File: src/rtl/vga_tile_color_source.sv
// rtl/vga_tile_color_source.sv - pixel colour source (tile map / bars / checker) feeding the VGA sync stage
// Tracks position from registered sync edges; tile map writes are open only during vertical blanking.
module vga_tile_color_source #(
  parameter int H_BACK     = 48,
  parameter int H_VISIBLE  = 640,
  parameter int V_BACK     = 33,
  parameter int V_VISIBLE  = 480,
  parameter int TILE_SHIFT = 5,
  parameter int TILES_X    = 20,
  parameter int TILES_Y    = 15,
  parameter int ADDR_W     = 9
) (
  input  logic              Clock,
  input  logic              Reset,
  input  logic              iPixelEnable,
  input  logic              iHsync,
  input  logic              iVsync,
  input  logic [1:0]        iMode,
  input  logic              iWrValid,
  input  logic [ADDR_W-1:0] iWrAddr,
  input  logic [2:0]        iWrColor,
  output logic              oWrReady,
  output logic              oWrError,
  output logic [2:0]        oColor,
  output logic              oVisible
);

  localparam int NTILES = TILES_X * TILES_Y;
  localparam int BAR_W  = H_VISIBLE / 8;

  localparam logic [10:0]       L_H_START = 11'(H_BACK);
  localparam logic [10:0]       L_H_END   = 11'(H_BACK + H_VISIBLE);
  localparam logic [9:0]        L_V_START = 10'(V_BACK);
  localparam logic [9:0]        L_V_END   = 10'(V_BACK + V_VISIBLE);
  localparam logic [ADDR_W-1:0] L_NTILES  = ADDR_W'(NTILES);
  localparam logic [ADDR_W-1:0] L_LAST    = ADDR_W'(NTILES - 1);

  typedef enum logic {ST_CLEAR = 1'b0, ST_RUN = 1'b1} state_t;

  state_t            r_state;
  state_t            w_state_next;
  logic [ADDR_W-1:0] r_ptr;

  logic        r_hs_cur, r_hs_prev, r_vs_cur, r_vs_prev;
  logic [10:0] r_col;
  logic [9:0]  r_line;

  logic              r_wr_ready, r_wr_error;
  logic              r_s1_vis, r_s1_chk;
  logic [1:0]        r_s1_mode;
  logic [ADDR_W-1:0] r_s1_addr;
  logic [2:0]        r_s1_bar;
  logic [2:0]        r_color;
  logic              r_visible;

  logic [2:0] r_tile_mem [0:NTILES-1];

  logic              w_hs_rise, w_vs_rise;
  logic              w_h_in, w_v_in, w_vis, w_vblank;
  logic [10:0]       w_x, w_tx;
  logic [9:0]        w_y, w_ty;
  logic [ADDR_W-1:0] w_tile_addr;
  logic              w_chk;
  logic [2:0]        w_bar;
  logic              w_accept, w_in_range, w_we;
  logic [ADDR_W-1:0] w_waddr;
  logic [2:0]        w_wdata;
  logic [2:0]        w_pix;

  // Edge detectors idle high so a sync held high out of reset never fires.
  always_ff @(posedge Clock) begin
    if (Reset) begin
      r_hs_cur  <= 1'b1;
      r_hs_prev <= 1'b1;
      r_vs_cur  <= 1'b1;
      r_vs_prev <= 1'b1;
    end else begin
      r_hs_cur  <= iHsync;
      r_hs_prev <= r_hs_cur;
      r_vs_cur  <= iVsync;
      r_vs_prev <= r_vs_cur;
    end
  end

  assign w_hs_rise = !r_hs_prev && r_hs_cur;
  assign w_vs_rise = !r_vs_prev && r_vs_cur;

  always_ff @(posedge Clock) begin
    if (Reset) begin
      r_col  <= '0;
      r_line <= '0;
    end else if (w_hs_rise || w_vs_rise) begin
      if (w_hs_rise) r_col <= '0;
      if (w_vs_rise) r_line <= '0;
      else if (r_line != 10'h3FF) r_line <= r_line + 10'd1;
    end else if (iPixelEnable && r_col != 11'h7FF) begin
      r_col <= r_col + 11'd1;
    end
  end

  assign w_h_in      = (r_col >= L_H_START) && (r_col < L_H_END);
  assign w_v_in      = (r_line >= L_V_START) && (r_line < L_V_END);
  assign w_vis       = w_h_in && w_v_in;
  assign w_vblank    = !w_v_in;
  assign w_x         = r_col - L_H_START;
  assign w_y         = r_line - L_V_START;
  assign w_tx        = w_x >> TILE_SHIFT;
  assign w_ty        = w_y >> TILE_SHIFT;
  assign w_tile_addr = w_vis ? ADDR_W'(w_ty * TILES_X + w_tx) : '0;
  assign w_chk       = w_tx[0] ^ w_ty[0];

  // Bar index counts how many bar boundaries x has passed.
  always_comb begin
    w_bar = '0;
    for (int k = 1; k < 8; k++) begin
      if (w_x >= 11'(k * BAR_W)) w_bar = w_bar + 3'd1;
    end
  end

  always_ff @(posedge Clock) begin
    if (Reset) begin
      r_state <= ST_CLEAR;
      r_ptr   <= '0;
    end else begin
      r_state <= w_state_next;
      if (r_state == ST_CLEAR) r_ptr <= r_ptr + 1'b1;
    end
  end

  always_comb begin
    w_state_next = r_state;
    w_accept     = 1'b0;
    w_in_range   = iWrAddr < L_NTILES;
    w_we         = 1'b0;
    w_waddr      = iWrAddr;
    w_wdata      = iWrColor;
    case (r_state)
      ST_CLEAR: begin
        w_we    = !Reset;
        w_waddr = r_ptr;
        w_wdata = 3'b000;
        if (r_ptr == L_LAST) w_state_next = ST_RUN;
      end
      ST_RUN: begin
        w_accept = iWrValid && r_wr_ready && !Reset;
        w_we     = w_accept && w_in_range;
      end
      default: w_state_next = ST_CLEAR;
    endcase
  end

  always_ff @(posedge Clock) begin
    if (Reset) begin
      r_wr_ready <= 1'b0;
      r_wr_error <= 1'b0;
    end else begin
      r_wr_ready <= (w_state_next == ST_RUN) && w_vblank;
      r_wr_error <= w_accept && !w_in_range;
    end
  end

  always_ff @(posedge Clock) begin
    if (w_we) r_tile_mem[w_waddr] <= w_wdata;
  end

  // Stage 1 is gated by RUN so nothing visible leaves the pipe while clearing.
  always_ff @(posedge Clock) begin
    if (Reset) begin
      r_s1_vis  <= 1'b0;
      r_s1_mode <= '0;
      r_s1_addr <= '0;
      r_s1_bar  <= '0;
      r_s1_chk  <= 1'b0;
    end else begin
      r_s1_vis  <= w_vis && (r_state == ST_RUN);
      r_s1_mode <= iMode;
      r_s1_addr <= w_tile_addr;
      r_s1_bar  <= w_bar;
      r_s1_chk  <= w_chk;
    end
  end

  always_comb begin
    w_pix = 3'b000;
    case (r_s1_mode)
      2'd0:    w_pix = r_tile_mem[r_s1_addr];
      2'd1:    w_pix = r_s1_bar;
      2'd2:    w_pix = {3{r_s1_chk}};
      default: w_pix = 3'b000;
    endcase
  end

  always_ff @(posedge Clock) begin
    if (Reset) begin
      r_color   <= '0;
      r_visible <= 1'b0;
    end else begin
      r_visible <= r_s1_vis;
      r_color   <= r_s1_vis ? w_pix : 3'b000;
    end
  end

  assign oWrReady = r_wr_ready;
  assign oWrError = r_wr_error;
  assign oColor   = r_color;
  assign oVisible = r_visible;

endmodule

File: config.mk
export PLATFORM = sky130hd
export DESIGN_NAME = vga_tile_color_source
export DESIGN_NICKNAME = d
export VERILOG_FILES = /design/src/rtl/vga_tile_color_source.sv
export SDC_FILE = /design/constraint.sdc
export NUM_CORES = 1
export LEC_CHECK = 0
export BUFFER_PORTS_ARGS = -buffer_cell sky130_fd_sc_hd__buf_2
export CORE_MARGIN = 3
export CORE_UTILIZATION = 30
export CTS_CLUSTER_DIAMETER = 50
export DETAILED_ROUTE_END_ITERATION = 10
export PLACE_DENSITY = 0.44
export SLEW_MARGIN = 20
export SYNTH_ARGS = -nofsm -noshare
export SYNTH_HDL_FRONTEND = slang
export SYNTH_SLANG_ARGS = --single-unit
File: constraint.sdc
create_clock -name Clock -period 14.8 [get_ports Clock]
set_input_delay 1.48 -clock Clock [delete_from_list [all_inputs] [get_ports Clock]]
set_output_delay 1.48 -clock Clock [all_outputs]
set_load 0.1 [all_outputs]
; ---- Word level (Yosys, flattened, before mapping)
; Memories as Yosys holds them, arrays and structs flattened. A register that Yosys moved wholly into a read port is not among the register bits.
; Cells that the tools add are included.
[op_classes]
n_eq_ne = 6
n_addsub = 12
bitwise = 4
n_reduce_logical = 25
mux = 22
mul = 1
magnitude_cmp = 12
[op_table]
columns = operator, n
row1 = 11-bit by 9-bit greater-or-equal comparator with 1-bit output (second input constant), 3
row2 = 11-bit 2-to-1 mux, 3
row3 = 11-bit by 8-bit greater-or-equal comparator with 1-bit output (second input constant), 2
row4 = 3-bit 2-to-1 mux, 7
row5 = 10-bit 2-to-1 mux, 2
row6 = 3-bit by 1-bit adder with 3-bit output (second input constant), 6
row7 = 9-bit 2-to-1 mux, 2
row8 = 1-bit logical AND, 12
row9 = 11-bit by 1-bit adder with 11-bit output (second input constant), 1
row10 = 11-bit by 10-bit greater-or-equal comparator with 1-bit output (second input constant), 1
row11 = 11-bit by 6-bit greater-or-equal comparator with 1-bit output (second input constant), 1
row12 = 11-bit by 7-bit greater-or-equal comparator with 1-bit output (second input constant), 1
row13 = 11-bit by 10-bit < comparator with 1-bit output (second input constant), 1
row14 = 11-bit inequality test (second input constant), 1
row15 = 11-bit by 6-bit subtractor with 11-bit output (second input constant), 1
row16 = 10-bit by 1-bit adder with 10-bit output (second input constant), 1
row17 = 10-bit by 6-bit greater-or-equal comparator with 1-bit output (second input constant), 1
row18 = 10-bit < comparator (second input constant), 1
row19 = 10-bit inequality test (second input constant), 1
row20 = 10-bit by 6-bit subtractor with 10-bit output (second input constant), 1
row21 = 9-bit by 1-bit adder with 9-bit output (second input constant), 1
row22 = 9-bit by 6-bit adder with 9-bit output, 1
row23 = 9-bit equality test (second input constant), 1
row24 = 9-bit < comparator (second input constant), 1
row25 = other kinds (15), 29
[word_totals]
elab_cells = 99
inputBits = 20
memories = 1
out_inout_bits = 6
mem_bits_rw = 900
register_bits = 48
[memory_table]
columns = memory, depth, width, rd, rd_clocked_by_memory_dff, write_ports, line
row1 = r_tile_mem, 300, 3, 1, 1, 1, 56  ; logic [2:0] r_tile_mem [0:NTILES-1];

; ---- Depth between registers and ports, before layout
; Gate-level depths: netlist (run 1).
[depth]
depth_word = 15
depth_mapped = 23
ltp_nobuf = 22

; ---- Worst setup path after synthesis (run 1)
; OpenSTA, ideal clock, no wires.
[synth_path]
kind = input port to flip-flop
from = input iWrColor[0]
to = memory r_tile_mem[0][0] (data pin)
setup_ns = 0.981
stages = 1
path_buffers = 0
t_required_ns = 13.819
path_slack_ns = 8.572
t_arrival_ns = 5.247
path_cell_list = and2_1
[synth_between]
elab_chain_cells = 1
[synth_rtl]
columns = element, line
row1 = start: declaration, 21  ; input logic [2:0] iWrColor,
row2 = 3-bit 2-to-1 mux, 137  ; case (r_state)
row3 = end: declaration, 56
; No other way between the ends.

; ---- Final worst setup path (run 1)
[layout_path]
from = register r_col[4]
to = register r_s1_bar[2]
[layout_between]
elab_chain_cells = 15
elab_cells_between_ends = 21
classes_between = add/sub: 7 / order compare: 7 / mux: 7
[layout_rtl]
columns = element, line
row1 = start: declaration, 45  ; logic [10:0] r_col;
row2 = start signal: assignment, 97  ; r_col <= r_col + 11'd1;
row3 = 11-bit by 6-bit subtractor with 11-bit output (*), 105  ; assign w_x = r_col - L_H_START;
row4 = 11-bit by 7-bit greater-or-equal comparator with 1-bit output, 116  ; if (w_x >= 11'(k * BAR_W)) w_bar = w_bar + 3'd1;
row5 = 1-bit 2-to-1 mux, 116
row6 = 3-bit by 1-bit adder with 3-bit output, 116
row7 = 3-bit 2-to-1 mux, 116
row8 = 3-bit by 1-bit adder with 3-bit output, 116
row9 = 3-bit 2-to-1 mux, 116
row10 = 3-bit by 1-bit adder with 3-bit output, 116
row11 = 3-bit 2-to-1 mux, 116
row12 = 3-bit by 1-bit adder with 3-bit output, 116
row13 = 3-bit 2-to-1 mux, 116
row14 = 3-bit by 1-bit adder with 3-bit output, 116
row15 = 3-bit 2-to-1 mux, 116
row16 = 3-bit by 1-bit adder with 3-bit output, 116
row17 = 3-bit 2-to-1 mux (*), 116
row18 = end signal: assignment, 178  ; r_s1_bar <= w_bar;
row19 = end: declaration, 52  ; logic [2:0] r_s1_bar;
; Mark *: on every way between the ends. The rest lies on a longest branch, timed or not.
; A chain may end at the register's enable or synchronous reset.

==> results by group, run 1 <==
Drt
  – DR iter-0 viols: 1840
  – DR pass1 iterations: 5
  – Avg Vias per Cell: 5.03
  – ANT nets after route: 0
  – Remaining DRCs: 0
  – Vias: 21300
  – WL/cell: 25.2 µm
  – Drt total wl: 107000 µm

Critical path
  – WP buf/inv: 2
  – CP top delay family: adder cells
  – Critical path peak fanout: 13
  – Stages on worst setup path: 20
  – Number of cells on the worst reg-to-reg path: 20
  – RR Startpoint: r_col[4]
  – Worst r2r dst: r_s1_bar[2]
  – Worst path most repeated cell: ha_1
  – End point of the critical path: r_s1_bar[2]
  – CP Capture Type: flop
  – Worst EP required: 15370 ps
  – Setup crit start kind: flop
  – Worst path max stage delay: 550 ps
  – Crit-path slowest cell: dfxtp_1
  – Worst-path cell chain: ha_1, nor4b_1, a32oi_1, a21oi_2, o21ai_0, inv_1, ha_1, xnor2_4, ha_1, xnor3_1, a221oi_2, ha_1, nand2b_1, nand2_1, ha_1, inv_1, nor2_1, xnor3_1, xnor2_1, nor2_1
  – Critical path type: reg2reg
  – Worst Path Arrival: 5640 ps
  – CP startpoint: r_col[4]
  – Worst R2R Setup Slack: 9730 ps

Clocking
  – Clock sink count: 957
  – Num CTS Buffers: 120
  – CTS H-tree depth: 3
  – Clock latency at the later pin of the worst-skew pair: 700 ps
  – Setup Buffers After CTS: 0
  – Worst-path clk slew: 60 ps
  – Root Buffer: clkbuf_16
  – Post-CTS sizing: 0
  – TritonCTS clock tree: yes
  – Hold_buf cts: 0
  – Clock Tree Buf Depth: 3

Timing
  – Setup TNS: 0 ps
  – Fmax achieved: 197 MHz
  – Fin. max-slew vios: 0
  – RSZ-0062 raised after global routing: false
  – Skew final: 19.5 ps
  – Tightest Pin Transition: 1190 ps
  – Tcrit/Tclk final: 34.2%
  – Final hold violations: 0
  – Setup Viol. Count Final: 0
  – Relative slew slack: 20.4%
  – Min cycle time layout: 5070 ps

GRT
  – Total GRT Usage: 15.6%
  – Largest net degree at the start of global routing: 233
  – Grt ovf: 0
  – Vias in the first global route: 22500
  – Global-route wire length before repair: 156000 µm
  – Initial antenna violation count: 1

Yosys
  – Synth Register Bits: 957
  – Post-synth EDFFs: 900
  – Syn_area_per_cell: 16.9 µm²
  – Post-Syn Nets: 2382
  – Synth unique cells: 71
  – Mapped cell area: 39500 µm²
  – Dominant synthesized flop cell: edfxtp_1
  – Async S/R FF share, synth: 0%
  – Syn Inst Count: 2336
  – Register area share after synthesis: 71.3%
  – Warnings, synthesis: 0

Die
  – Core area: 130000 µm²
  – Top Ports: 26
  – Core Rows: 132
  – Die height: 369 µm
  – Die W: 369 µm
  – Die ar.: 136000 µm²
  – Initial Util: 30.4%

Pwr
  – Peak VDD IR: 0.0909 mV
  – Switching share of power: 19.9%
  – PwrDens: 130 nW/µm²
  – Comb power frac: 0.8%
  – Clock Power Share: 50.2%
  – Leakage power: 0.0146 µW
  – Sw power: 1190 µW
  – Sequential share of power: 49.0%
  – Pint: 4780 µW

Placed design
  – Port Buffer Count: 25
  – RD Place Congestion: 0.769
  – DP HPWL: 62900 µm
  – Placed cell count: 4014

Layout
  – Layout cells sized above 1: 20.9%
  – Final core occ: 35.3%
  – Nets: 2442
  – Fill count: 12400
  – Layout Cells excl Fill: 4238
  – Diodes inserted: 0
  – Commonest non-fill, non-tap cell in the layout: edfxtp_1
  – Layout area overhead: 16.1%
  – Commonest cells after routing, fill and taps aside: edfxtp_1, nor2_1, mux4_2

Min path
  – Worst hold path class: reg2reg

Outcome
  – Status: complete, no violations

Job
  – Max Cap Violations: 0
worst reg2reg max path, cell delays in order (launching register included):
cell	delay (ps)
dfxtp_1	550
ha_1	520
nor4b_1	310
a32oi_1	120
a21oi_2	340
o21ai_0	230
inv_1	120
ha_1	340
xnor2_4	210
ha_1	300
xnor3_1	350
a221oi_2	300
ha_1	280
nand2b_1	90
nand2_1	60
ha_1	190
inv_1	50
nor2_1	40
xnor3_1	380
xnor2_1	140
nor2_1	50
per-stage QoR:
stage | instance area (µm²) | setup slack (ps) | total power [µW] | hold slack, ps
global route | 45900 | 9190 | 6160 | 491
global placement | 41700 | 8940 | 3030 | 447
finish | 45900 | 9730 | 5970 | 457
CTS | 45800 | 9690 | 6040 | 462
detailed placement | 41700 | 9500 | 3030 | 449
floorplan | 39500 | 8570 | 3000 | 434
power groups by stage:
| stage | logic [µW] | registers [µW] | clock network, µW |
|---|---|---|---|
| floorplan | 25.1 | 2980 | 0 |
| global placement | 48.4 | 2980 | 0 |
| detailed placement | 48.7 | 2980 | 0 |
| CTS | 48.9 | 2920 | 3070 |
| global route | 51.9 | 2920 | 3190 |
| finish | 47.4 | 2920 | 3000 |
how the worst min path moves through the flow:
stage / startpoint / to / cells after the start
2_1_floorplan: r_hs_cur / r_hs_prev / 1
3_3_place_gp: r_hs_cur / r_hs_prev / 1
3_5_place_dp: r_vs_cur / r_vs_prev / 1
4_1_cts: r_vs_cur / r_vs_prev / 1
5_1_grt: r_vs_cur / r_vs_prev / 1
6_report: r_vs_cur / r_vs_prev / 1
cells in the mapped netlist, types with 19 or more instances:
cell	count	area [µm²]
a21oi_1	43	215
a22oi_1	54	405
buf_2	29	145
clkbuf_1	88	330
dfxtp_1	57	1140
edfxtp_1	900	27000
ha_1	24	300
inv_1	25	93.8
mux2i_1	31	310
mux4_2	222	5000
nand2_1	88	330
nand2b_1	20	125
nand3_1	44	220
nand4_1	19	119
nor2_1	383	1440
nor2b_1	26	163
nor3_1	26	130
o21ai_0	22	110
xnor2_1	20	175
xor2_1	22	193
area by class of cell:
cell class              instances  area (µm²)  area share [%]
flip-flops and latches        957       28200            61.4
multi-input cells            1210       10600            23.2
clock buffers                 143        3170            6.92
well taps                    1742        2180            4.75
clock inverters                79         958            2.09
repair buffers                 81         661            1.44
inverters                      26        97.6           0.213
registers in the layout, summed over array words and instances (netlist names), 2 cells and up, named ones only:
register	count
r_s1_bar	3
r_tile_mem	900
r_s1_mode	2
r_col	11
oColor	3
r_line	10
r_ptr	9
cell families (layout without fill, tap and decap cells):
logic type / count (synthesis) / in the layout / share of synthesized area [%]
compound gates: 206 / 206 / 3.66
simple gates: 673 / 673 / 7.54
fa+ha+maj: 27 / 27 / 0.887
buf+inv: 169 / 329 / 1.90
xor+xnor: 45 / 45 / 1.11
flops: 957 / 957 / 71.3
mux: 259 / 259 / 13.6
layer usage:
metal  vias to the layer above  GRT usage, %  wire (µm)
met5                         -             0          0
met4                         0          4.22       2650
met3                       165          2.98       5360
met2                       594          25.7      51700
met1                     11200          21.1      47000
li1                       9335             -          -
Note: power is estimated with default switching activity, not from simulation.
==> run 2: changes to the inputs <==
--- a/config.mk
+++ b/config.mk
@@ -10,7 +10,7 @@
 export CORE_UTILIZATION = 30
 export CTS_CLUSTER_DIAMETER = 50
 export DETAILED_ROUTE_END_ITERATION = 10
-export PLACE_DENSITY = 0.44
+export PLACE_DENSITY = 0.45
 export SLEW_MARGIN = 20
 export SYNTH_ARGS = -nofsm -noshare
 export SYNTH_HDL_FRONTEND = slang
==> constraint.sdc (replaced) <==
create_clock -name Clock -period 4.4 [get_ports Clock]
set_input_delay 0.44 -clock Clock [delete_from_list [all_inputs] [get_ports Clock]]
set_output_delay 0.44 -clock Clock [all_outputs]
set_load 0.1 [all_outputs]
==> results by group, run 2 (same netlist as run 1, synthesis figures left out) <==
Layout
  – Layout cells sized above 1: 23.4%
  – Final core occ: 35.6%
  – Multi-input gate area: 10700 µm²
  – Max reg flops: 900
  – Layout area overhead: 17.3%
  – Fill count: 12400
  – Commonest non-fill, non-tap cell in the layout: edfxtp_1
  – Diodes inserted: 0
  – Final non-filler cell area: 46400 µm²
  – Nets: 2524
  – Biggest regs: r_tile_mem: 900 flops, r_col: 11 flops, r_line: 10 flops
  – Commonest cells after routing, fill and taps aside: edfxtp_1, nor2_1, mux4_2
  – Register area: 28200 µm²
  – Top reg by flops: r_tile_mem

Job
  – Max Cap Violations: 0

Timing
  – Final hold violations: 0
  – Fin. max-slew vios: 0
  – Skew final: 22.1 ps
  – Setup Viol. Count Final: 0
  – RSZ-0062 raised after global routing: false
  – Fmax achieved: 245 MHz
  – Fin worst setup slack: 325 ps
  – Min cycle time layout: 4070 ps
  – Tcrit/Tclk final: 92.6%
  – Setup TNS: 0 ps
  – Relative slew slack: 25.2%
  – Tightest Pin Transition: 1120 ps

Clocking
  – CTS H-tree depth: 3
  – Root Buffer: clkbuf_16
  – Clock latency at the later pin of the worst-skew pair: 690 ps
  – TritonCTS clock tree: yes
  – Num CTS Buffers: 116
  – Clock Tree Buf Depth: 3
  – Clock sink count: 957
  – Worst-path clk slew: 60 ps

Drt
  – Remaining DRCs: 0
  – Avg Vias per Cell: 5.03
  – ANT nets after route: 0
  – DR pass1 iterations: 5
  – DR iter-0 viols: 1849
  – Vias: 21700
  – WL/cell: 24.7 µm
  – Drt total wl: 107000 µm

GRT
  – Grt ovf: 0
  – Global-route wire length before repair: 157000 µm
  – Vias in the first global route: 22500
  – Initial antenna violation count: 0
  – Total GRT Usage: 15.6%
  – Largest net degree at the start of global routing: 201

Critical path
  – Worst Path Arrival: 4640 ps
  – Worst R2R Setup Slack: 330 ps
  – Worst-path cell chain: inv_1, ha_1, nor2b_1, a21oi_1, or3_1, and2_4, buf_4, xnor2_4, ha_1, xnor3_1, a221oi_2, ha_1, nand2b_1, nand2_1, ha_1, inv_1, nor2_1, xnor3_1, xnor2_1, nor2_1
  – Setup crit start kind: flop
  – CP Capture Type: flop
  – Worst path max stage delay: 370 ps
  – Worst EP required: 4960 ps
  – CP top delay family: adder cells
  – Critical path peak fanout: 5
  – Crit-path slowest cell: dfxtp_4
  – Critical path type: reg2reg
  – Worst path most repeated cell: ha_1
  – WP buf/inv: 3

Placed design
  – Port Buffer Count: 25
  – Dpl ws: 2.32 ps
  – DP Area: 42400 µm²
  – RD Place Congestion: 0.801
  – DP HPWL: 68000 µm

Min path
  – Worst hold path class: in2reg

Die
  – Top Ports: 26
  – Die W: 369 µm
  – Core Rows: 132
  – Die height: 369 µm
  – Initial Util: 30.4%
  – Die ar.: 136000 µm²
  – Core area: 130000 µm²

Outcome
  – Status: complete, no violations

Pwr
  – PwrDens: 418 nW/µm²
  – Overall power: 19400 µW
  – Peak VDD IR: 0.318 mV
  – Leakage power: 0.0149 µW
-- run 2: cell types whose count changed in the layout (fill, tap and decap cells not counted), moves of 3 or more --
cell           delta
bufinv_16         -7
buf_12           +11
buf_4            +72
clkinv_1          -3
dlygate4sd3_1     +4
clkbuf_16         -5
-- run 2: through the flow --
stage               hold slack (ps)  std cells
floorplan                       434       2336
global placement                456       4094
detailed placement              462       4094
CTS                            12.5       4310
global route                   29.6       4314
finish                         59.9       4314
-- run 2: power by group --
group | internal, µW | switching [µW]
clock network | 5620 | 3770
logic | 53.1 | 120
registers | 9820 | 12.5
total | 15500 | 3900
-- run 2: path summary, 6_finish.rpt --
kind	from	end	cells past startpoint
max	r_col[5]	r_s1_bar[2]	20
max reg2reg	r_col[5]	r_s1_bar[2]	20
min reg2reg	r_hs_cur	r_hs_prev	1
min	iWrValid	oWrError	3
-- run 2: timing repair --
item	4_1_cts	5_1_grt
setup buffers	0	3
hold endpoints to repair	4	0
pin swaps	0	6
resized for setup	1	11
hold buffers	4	0
endpoints found under the setup margin	1	1
-- run 2: area by class of cell --
cell class / instances / area share, %
Multi-Input combinational cell: 1210 / 23.0
Clock buffer: 140 / 6.61
Tap cell: 1742 / 4.70
Clock inverter: 72 / 1.57
Timing Repair Buffer: 167 / 3.09
Sequential cell: 957 / 60.8
Inverter: 26 / 0.211
-- run 2: worst reg2reg max path: stages, from the launching register on --
cell	delay [ps]
dfxtp_4	370
inv_1	70
ha_1	360
nor2b_1	210
a21oi_1	60
or3_1	340
and2_4	180
buf_4	160
xnor2_4	120
ha_1	290
xnor3_1	220
a221oi_2	270
ha_1	280
nand2b_1	90
nand2_1	70
ha_1	190
inv_1	60
nor2_1	40
xnor3_1	360
xnor2_1	170
nor2_1	50
-- run 2: layer usage --
layer	part of all wire [%]	global-route usage [%]	up-vias
li1	-	-	9500
met1	44	21.2	11500
met2	49	26.1	568
met3	4.7	2.46	145
met4	2.3	4.05	0
met5	0	0	-
